File: config.mk
export PLATFORM = sky130hd
export DESIGN_NAME = memsplit_dma
export DESIGN_NICKNAME = d
export VERILOG_FILES = /design/src/rtl/memsplit_dma.sv
export SDC_FILE = /design/constraint.sdc
export NUM_CORES = 1
export LEC_CHECK = 0
export CAP_MARGIN = 25
export CORE_UTILIZATION = 45
export DETAILED_ROUTE_END_ITERATION = 16
export PLACE_DENSITY = 0.66
export SLEW_MARGIN = 20
export SYNTH_ARGS = -nofsm -noshare
export SYNTH_HDL_FRONTEND = slang
export SYNTH_SLANG_ARGS = --single-unit
File: constraint.sdc
create_clock -name clk_i -period 4.93 [get_ports clk_i]
set_input_delay 0.493 -clock clk_i [delete_from_list [all_inputs] [get_ports clk_i]]
set_output_delay 0.493 -clock clk_i [all_outputs]
set_load 0.05 [all_outputs]
File: src/rtl/memsplit_dma.sv
// MemSplit32 block-copy initiator: reads up to BUF_DEPTH words into a local
// buffer, writes them out, and repeats until the requested length is copied.
//
// state   | meaning
// --------+-----------------------------------------------------------
// IDLE    | waiting for start_i; latches src/dst/len
// RD_REQ  | issuing read requests for the current chunk
// RD_WAIT | all reads issued, collecting outstanding responses
// WR_REQ  | writing buffered words to the destination
// FIN     | one-cycle completion: done pulse, irq set
module memsplit_dma #(
  parameter int BUF_DEPTH = 4,
  parameter int LEN_W     = 16
) (
  input  logic             clk_i,
  input  logic             rst_i,
  input  logic             start_i,
  input  logic [31:0]      src_addr_bi,
  input  logic [31:0]      dst_addr_bi,
  input  logic [LEN_W-1:0] len_bi,
  input  logic             irq_clr_i,
  output logic             busy_o,
  output logic             done_o,
  output logic             irq_o,
  output logic             m_req_o,
  output logic             m_we_o,
  output logic [31:0]      m_addr_bo,
  output logic [3:0]       m_be_bo,
  output logic [31:0]      m_wdata_bo,
  input  logic             m_ack_i,
  input  logic             m_resp_i,
  input  logic [31:0]      m_rdata_bi
);

  localparam int PTR_W = $clog2(BUF_DEPTH);
  localparam int CNT_W = PTR_W + 1;

  typedef enum logic [2:0] {IDLE, RD_REQ, RD_WAIT, WR_REQ, FIN} state_t;

  state_t             state_q, state_d;
  logic [31:0]        src_q, src_d;
  logic [31:0]        dst_q, dst_d;
  logic [LEN_W-1:0]   rem_q, rem_d;
  logic [CNT_W-1:0]   chunk_q, chunk_d;
  logic [CNT_W-1:0]   issued_q, issued_d;
  logic [CNT_W-1:0]   recv_q, recv_d;
  logic [PTR_W-1:0]   wr_ptr_q, wr_ptr_d;
  logic [PTR_W-1:0]   rd_ptr_q, rd_ptr_d;
  logic [31:0]        mem_q [BUF_DEPTH];
  logic [31:0]        mem_d [BUF_DEPTH];
  logic               irq_q, irq_d;

  logic               take_resp;
  logic [CNT_W-1:0]   wr_cnt;

  function automatic logic [CNT_W-1:0] chunk_of(input logic [LEN_W-1:0] n);
    if (n >= LEN_W'(BUF_DEPTH)) return CNT_W'(BUF_DEPTH);
    else                        return n[CNT_W-1:0];
  endfunction

  // Responses only count while a read of this chunk is still outstanding.
  assign take_resp = ((state_q == RD_REQ) || (state_q == RD_WAIT)) &&
                     m_resp_i && (recv_q != issued_q);
  assign wr_cnt    = {1'b0, rd_ptr_q} + CNT_W'(1);

  always_comb begin
    state_d  = state_q;
    src_d    = src_q;
    dst_d    = dst_q;
    rem_d    = rem_q;
    chunk_d  = chunk_q;
    issued_d = issued_q;
    recv_d   = recv_q;
    wr_ptr_d = wr_ptr_q;
    rd_ptr_d = rd_ptr_q;
    mem_d    = mem_q;
    irq_d    = irq_q;

    if (irq_clr_i)         irq_d = 1'b0;
    if (state_q == FIN)    irq_d = 1'b1;

    if (take_resp) begin
      mem_d[wr_ptr_q] = m_rdata_bi;
      wr_ptr_d        = wr_ptr_q + PTR_W'(1);
      recv_d          = recv_q + CNT_W'(1);
    end

    case (state_q)
      IDLE: begin
        if (start_i) begin
          src_d    = src_addr_bi;
          dst_d    = dst_addr_bi;
          rem_d    = len_bi;
          chunk_d  = chunk_of(len_bi);
          issued_d = '0;
          recv_d   = '0;
          wr_ptr_d = '0;
          rd_ptr_d = '0;
          state_d  = (len_bi == '0) ? FIN : RD_REQ;
        end
      end
      RD_REQ: begin
        if (m_ack_i) begin
          src_d    = src_q + 32'd4;
          issued_d = issued_q + CNT_W'(1);
          if (issued_d == chunk_q)
            state_d = (recv_d == chunk_q) ? WR_REQ : RD_WAIT;
        end
      end
      RD_WAIT: begin
        if (recv_d == chunk_q) state_d = WR_REQ;
      end
      WR_REQ: begin
        if (m_ack_i) begin
          dst_d    = dst_q + 32'd4;
          rd_ptr_d = rd_ptr_q + PTR_W'(1);
          rem_d    = rem_q - LEN_W'(1);
          if (wr_cnt == chunk_q) begin
            if (rem_d == '0) begin
              state_d = FIN;
            end else begin
              state_d  = RD_REQ;
              chunk_d  = chunk_of(rem_d);
              issued_d = '0;
              recv_d   = '0;
              wr_ptr_d = '0;
              rd_ptr_d = '0;
            end
          end
        end
      end
      FIN:     state_d = IDLE;
      default: state_d = IDLE;
    endcase
  end

  always_ff @(posedge clk_i or negedge rst_i) begin
    if (!rst_i) begin
      state_q  <= IDLE;
      src_q    <= '0;
      dst_q    <= '0;
      rem_q    <= '0;
      chunk_q  <= '0;
      issued_q <= '0;
      recv_q   <= '0;
      wr_ptr_q <= '0;
      rd_ptr_q <= '0;
      irq_q    <= 1'b0;
      for (int i = 0; i < BUF_DEPTH; i++) mem_q[i] <= '0;
    end else begin
      state_q  <= state_d;
      src_q    <= src_d;
      dst_q    <= dst_d;
      rem_q    <= rem_d;
      chunk_q  <= chunk_d;
      issued_q <= issued_d;
      recv_q   <= recv_d;
      wr_ptr_q <= wr_ptr_d;
      rd_ptr_q <= rd_ptr_d;
      irq_q    <= irq_d;
      mem_q    <= mem_d;
    end
  end

  // Byte offsets are carried in src/dst but never reach the bus.
  assign m_req_o    = (state_q == RD_REQ) || (state_q == WR_REQ);
  assign m_we_o     = (state_q == WR_REQ);
  assign m_addr_bo  = (state_q == WR_REQ) ? {dst_q[31:2], 2'b00} :
                      (state_q == RD_REQ) ? {src_q[31:2], 2'b00} : 32'h0;
  assign m_be_bo    = m_req_o ? 4'hF : 4'h0;
  assign m_wdata_bo = (state_q == WR_REQ) ? mem_q[rd_ptr_q] : 32'h0;
  assign busy_o     = (state_q == RD_REQ) || (state_q == RD_WAIT) ||
                      (state_q == WR_REQ);
  assign done_o     = (state_q == FIN);
  assign irq_o      = irq_q;

endmodule

==> qor_table.md <==
| Metric | Reported | Unit |
|---|---|---|
| Status | finished, violations left | - |
| Failing checks | design-rule violations | - |
| Share of total power consumed by net switching | 45.4 | % |
| Top cells by area, synth | dfrtp_1 (46%), mux2_2 (12%), mux4_2 (5.9%) | - |
| End of the critical path | m_wdata_bo[22] | - |
| Dominant combinational cell family by area after synthesis | multiplexers | - |
| Xor-xnor portion of the synthesized cell area | 1.45 | % |
| Largest clock skew in the final design | 10.4 | ps |
| CTS sink cnt | 221 | - |
| Max Root-Sink Buffers | 3 | - |
| Unique cell type count in the Yosys netlist | 67 | - |
| Reported leakage power | 6.57 | nW |
| Total die area | 0.0276 | sq mm |
| Vias in the first global route | 9381 | - |
| Reg-to-reg critical path endpoint | mem_q[115]$_DFFE_PN0P_ | - |
| Slew Limit Fails | 0 | - |
| Die Ht | 166 | um |
| Routed vias/inst | 5.75 | - |
| Compound-Gate Fraction of Synth Area | 13.2 | % |
| Flops & latches, synth | 221 | - |
| P_sw | 5.29 | mW |
| Total via count in the routed design | 9706 | - |
| Core area | 0.0262 | sq mm |
| Number of buffer and inverter instances along the worst setup path | 5 | - |
| Initial antenna violation count | 2 | - |
| Final Core Density | 57.7 | % |
| Clock power share | 15.7 | % |
| Count of standard-cell rows | 59 | - |
| Max capacitance violation total | 0 | - |
| Cell repeated most along the worst path | buf_4 | - |
| Pin count of the biggest net entering global routing | 141 | - |
| Overflow after GRT | 0 | - |
| Dominant register cell in the synthesized netlist | dfrtp_1 | - |
| Max H-tree Level | 1 | - |
| Worst hold slack | 460 | ps |
| Overall track demand over capacity in global routing | 22.9 | % |
| Number of ports placed on the die boundary | 191 | - |
| Count of buffers inserted at the top-level ports | 184 | - |
| Family with the most delay on the worst path | buffers and inverters | - |
| Share of cells above drive strength 1 | 18.0 | % |
| Synth Cell Area | 0.0121 | sq mm |
| Critical path depth | 7 | - |
| CP peak stage delay | 730 | ps |
| Setup TNS after final layout | 0 | ps |
| Synth top cells by count | dfrtp_1 (221), mux2_2 (128), a21oi_1 (120) | - |
| Sequential area share after synthesis | 45.6 | % |
| Slew HR | 32.9 | % |
| Final RePlAce weighted congestion | 0.845 | - |
| Critical-path maximum fanout | 37 | - |
| Top cell type by total area after synthesis | dfrtp_1 | - |
| Most frequently used cell type in the post-synthesis netlist | dfrtp_1 | - |
| Internal Pwr Total | 6.36 | mW |
| Setup slack, reg-to-reg | 1770 | ps |
| Count of mapped cells out of synthesis | 1186 | - |
| Unrepaired setup endpoints after global routing | no | - |
| Clock transition time at the flip-flop clock pins of the worst setup and hold paths | 60 | ps |
| Global-route wire length before repair | 51.2 | mm |
| Share of synthesized area spent on multiplexers | 20.7 | % |
| Number of design-rule violations left by the first detailed-router iteration | 901 | - |
| Post-cts repair resize count | 0 | - |
| Post-detail-place hpwl | 21.2 | mm |
| Initial standard-cell utilization of the core | 46.2 | % |
| Fraction of registers with async set/reset | 100 | % |
| Total of hold buffers inserted after clock tree synthesis | 0 | - |
| Post-CTS setup buffers | 0 | - |
| Synthesized-area fraction occupied by and/or/nand/nor cells | 14.4 | % |
| Count of unresolved DRC violations after routing | 12 | - |
| Critical Path AT | 3430 | ps |
| First drt pass iteration count | 11 | - |
| Worst reg-to-reg path cell count | 6 | - |
| Ordered cell list for the critical path | clkinv_1 > nand2_1 > buf_4 > inv_1 > buf_4 > and3_1 > clkdlybuf4s50_1 | - |
| Post-synthesis adder-cell area fraction | 1.14 | % |
| PD cells | 770 | mW/mm^2 |
| Final setup violation count | 0 | - |
| Critical path's slowest cell | clkdlybuf4s50_1 | - |
| Final period utilization | 79.6 | % |
| Share of power burned in combinational logic | 53.1 | % |
| Die X | 166 | um |
| Worst hold-check path type | input pin to async pin | - |
| Antenna Nets Post-Route | 0 | - |
| Final-report hold violation count | 0 | - |
| Warning count from the yosys run | 0 | - |
| Proportion of power drawn by flip-flops and latches | 31.2 | % |
| Total Nets Final | 1462 | - |
| Shortest clock period the worst path allows after layout | 3930 | ps |
| Critical Setup Path Class | register to output pin | - |
| Synthesized area per cell | 10.2 | sq um |
| Routed WL per cell | 18.9 | um |
| Tightest Pin Transition | 1010 | ps |
| Area growth from synthesis to layout | 24.9 | % |
| Endpoint class of the critical path | output pin | - |
| Critical Path Source Type | register | - |
| TritonCTS clock tree | built | - |
| Critical path origin | state_q[2]$_DFFE_PN0P_ | - |
| Number of synthesized flops with an enable pin | 0 | - |
| FF-to-FF Start | state_q[1]$_DFFE_PN0P_ | - |
| CTS Buf Count | 25 | - |
| Area share of the largest cell type after synthesis | 45.6 | % |
| Maximum vdd drop | 0.000570 | V |
| Clk_lat worst skew | 530 | ps |
| Clock root buffer | clkbuf_16 | - |
| Overall routed net length | 31.9 | mm |
| Worst path required time | 4440 | ps |
| Fmax | 255 | MHz |
worst register-to-register path: cells and delay by family, from the launching register on:
| family | cells | cell delay (ps) |
|---|---|---|
| compound gates | 1 | 70 |
| xor+xnor | 1 | 220 |
| mux | 1 | 390 |
| flops | 1 | 1100 |
| simple gates | 1 | 650 |
| buf+inv | 2 | 630 |
cell usage in the layout, fill, tap and decap left out, types with 7 or more instances in the layout:
master           Yosys  routed
a21oi_1            120     119
a2bb2oi_1            8       8
and3_1              47      47
buf_4                7      18
clkbuf_16            0      25
clkdlybuf4s50_1      0     182
clkinv_2             0       7
dfrtp_1            221     219
ha_1                11      11
inv_1               15      15
mux2_2             128     128
mux2i_1             31      31
mux4_2              32      32
nand2_1             83      82
nand3_1             46      46
nand4_1             10      10
nor2_1             117     116
nor3_1              20      20
o21ai_0             83      83
o22ai_1             24      24
xnor2_1             14      14
worst min path at each step:
stage | end | slack [ps] | depth (start not counted)
final | rem_q[11]$_DFFE_PN0P_ | 460 | 2
after global routing | rem_q[11]$_DFFE_PN0P_ | 500 | 2
after CTS | rem_q[10]$_DFFE_PN0P_ | 180 | 1
after detailed placement | irq_o$_DFFE_PN0P_ | 470 | 1
after global placement | irq_o$_DFFE_PN0P_ | 460 | 1
after floorplan | chunk_q[0]$_DFFE_PN0P_ | 200 | 0
layer usage:
metal | vias to the layer above | global-route usage [%] | routed length (um)
li1 | 4608 | - | -
met1 | 4797 | 33.4 | 14700
met2 | 259 | 34.4 | 14200
met3 | 42 | 4.86 | 2220
met4 | 0 | 6.50 | 754
met5 | - | 0 | 0
power groups by stage:
stage	clock [mW]	sequential, mW	combinational (mW)
CTS	1.88	3.60	6.21
floorplan	0	3.13	4.75
global placement	0	3.58	6.08
finish	1.83	3.63	6.18
detailed placement	0	3.62	6.18
global route	1.95	3.76	6.64
sequential cells by signal (all words and copies together), names as in the netlist:
name	count
mem_q	128
chunk_q	3
state_q	3
irq_o	1
recv_q	3
wr_ptr_q	2
src_q	30
issued_q	3
rem_q	16
rd_ptr_q	2
dst_q	30
logic make-up (layout without fill, tap and decap cells):
logic type / after synthesis / count (layout)
simple gates: 359 / 359
compound gates: 275 / 275
flops: 221 / 221
mux: 194 / 194
buf+inv: 105 / 270
xor+xnor: 20 / 20
fa+ha+maj: 11 / 11
other cells: 1 / 4
area by class of cell:
class                           instances  area, sq um
Fill cell                            2226        11100
Multi-Input combinational cell        861         6200
Inverter                               17         63.8
Timing Repair Buffer                  207         2090
Tap cell                              335          419
Clock buffer                           37          731
Antenna cell                            2         5.00
Sequential cell                       221         5540
Clock inverter                          9         85.1
stage by stage:
stage                     cells  total power [mW]  setup slack, ps  instance area (sq um)
after floorplan            1187              7.89             2220                  12100
after global placement     1637              9.66             1610                  14200
after detailed placement   1639              9.80             1570                  14300
after CTS                  1685              11.7              979                  15100
after global routing       1689              12.3              845                  15100
final                      1689              11.6             1000                  15100
(Power assumes the default switching activity.)
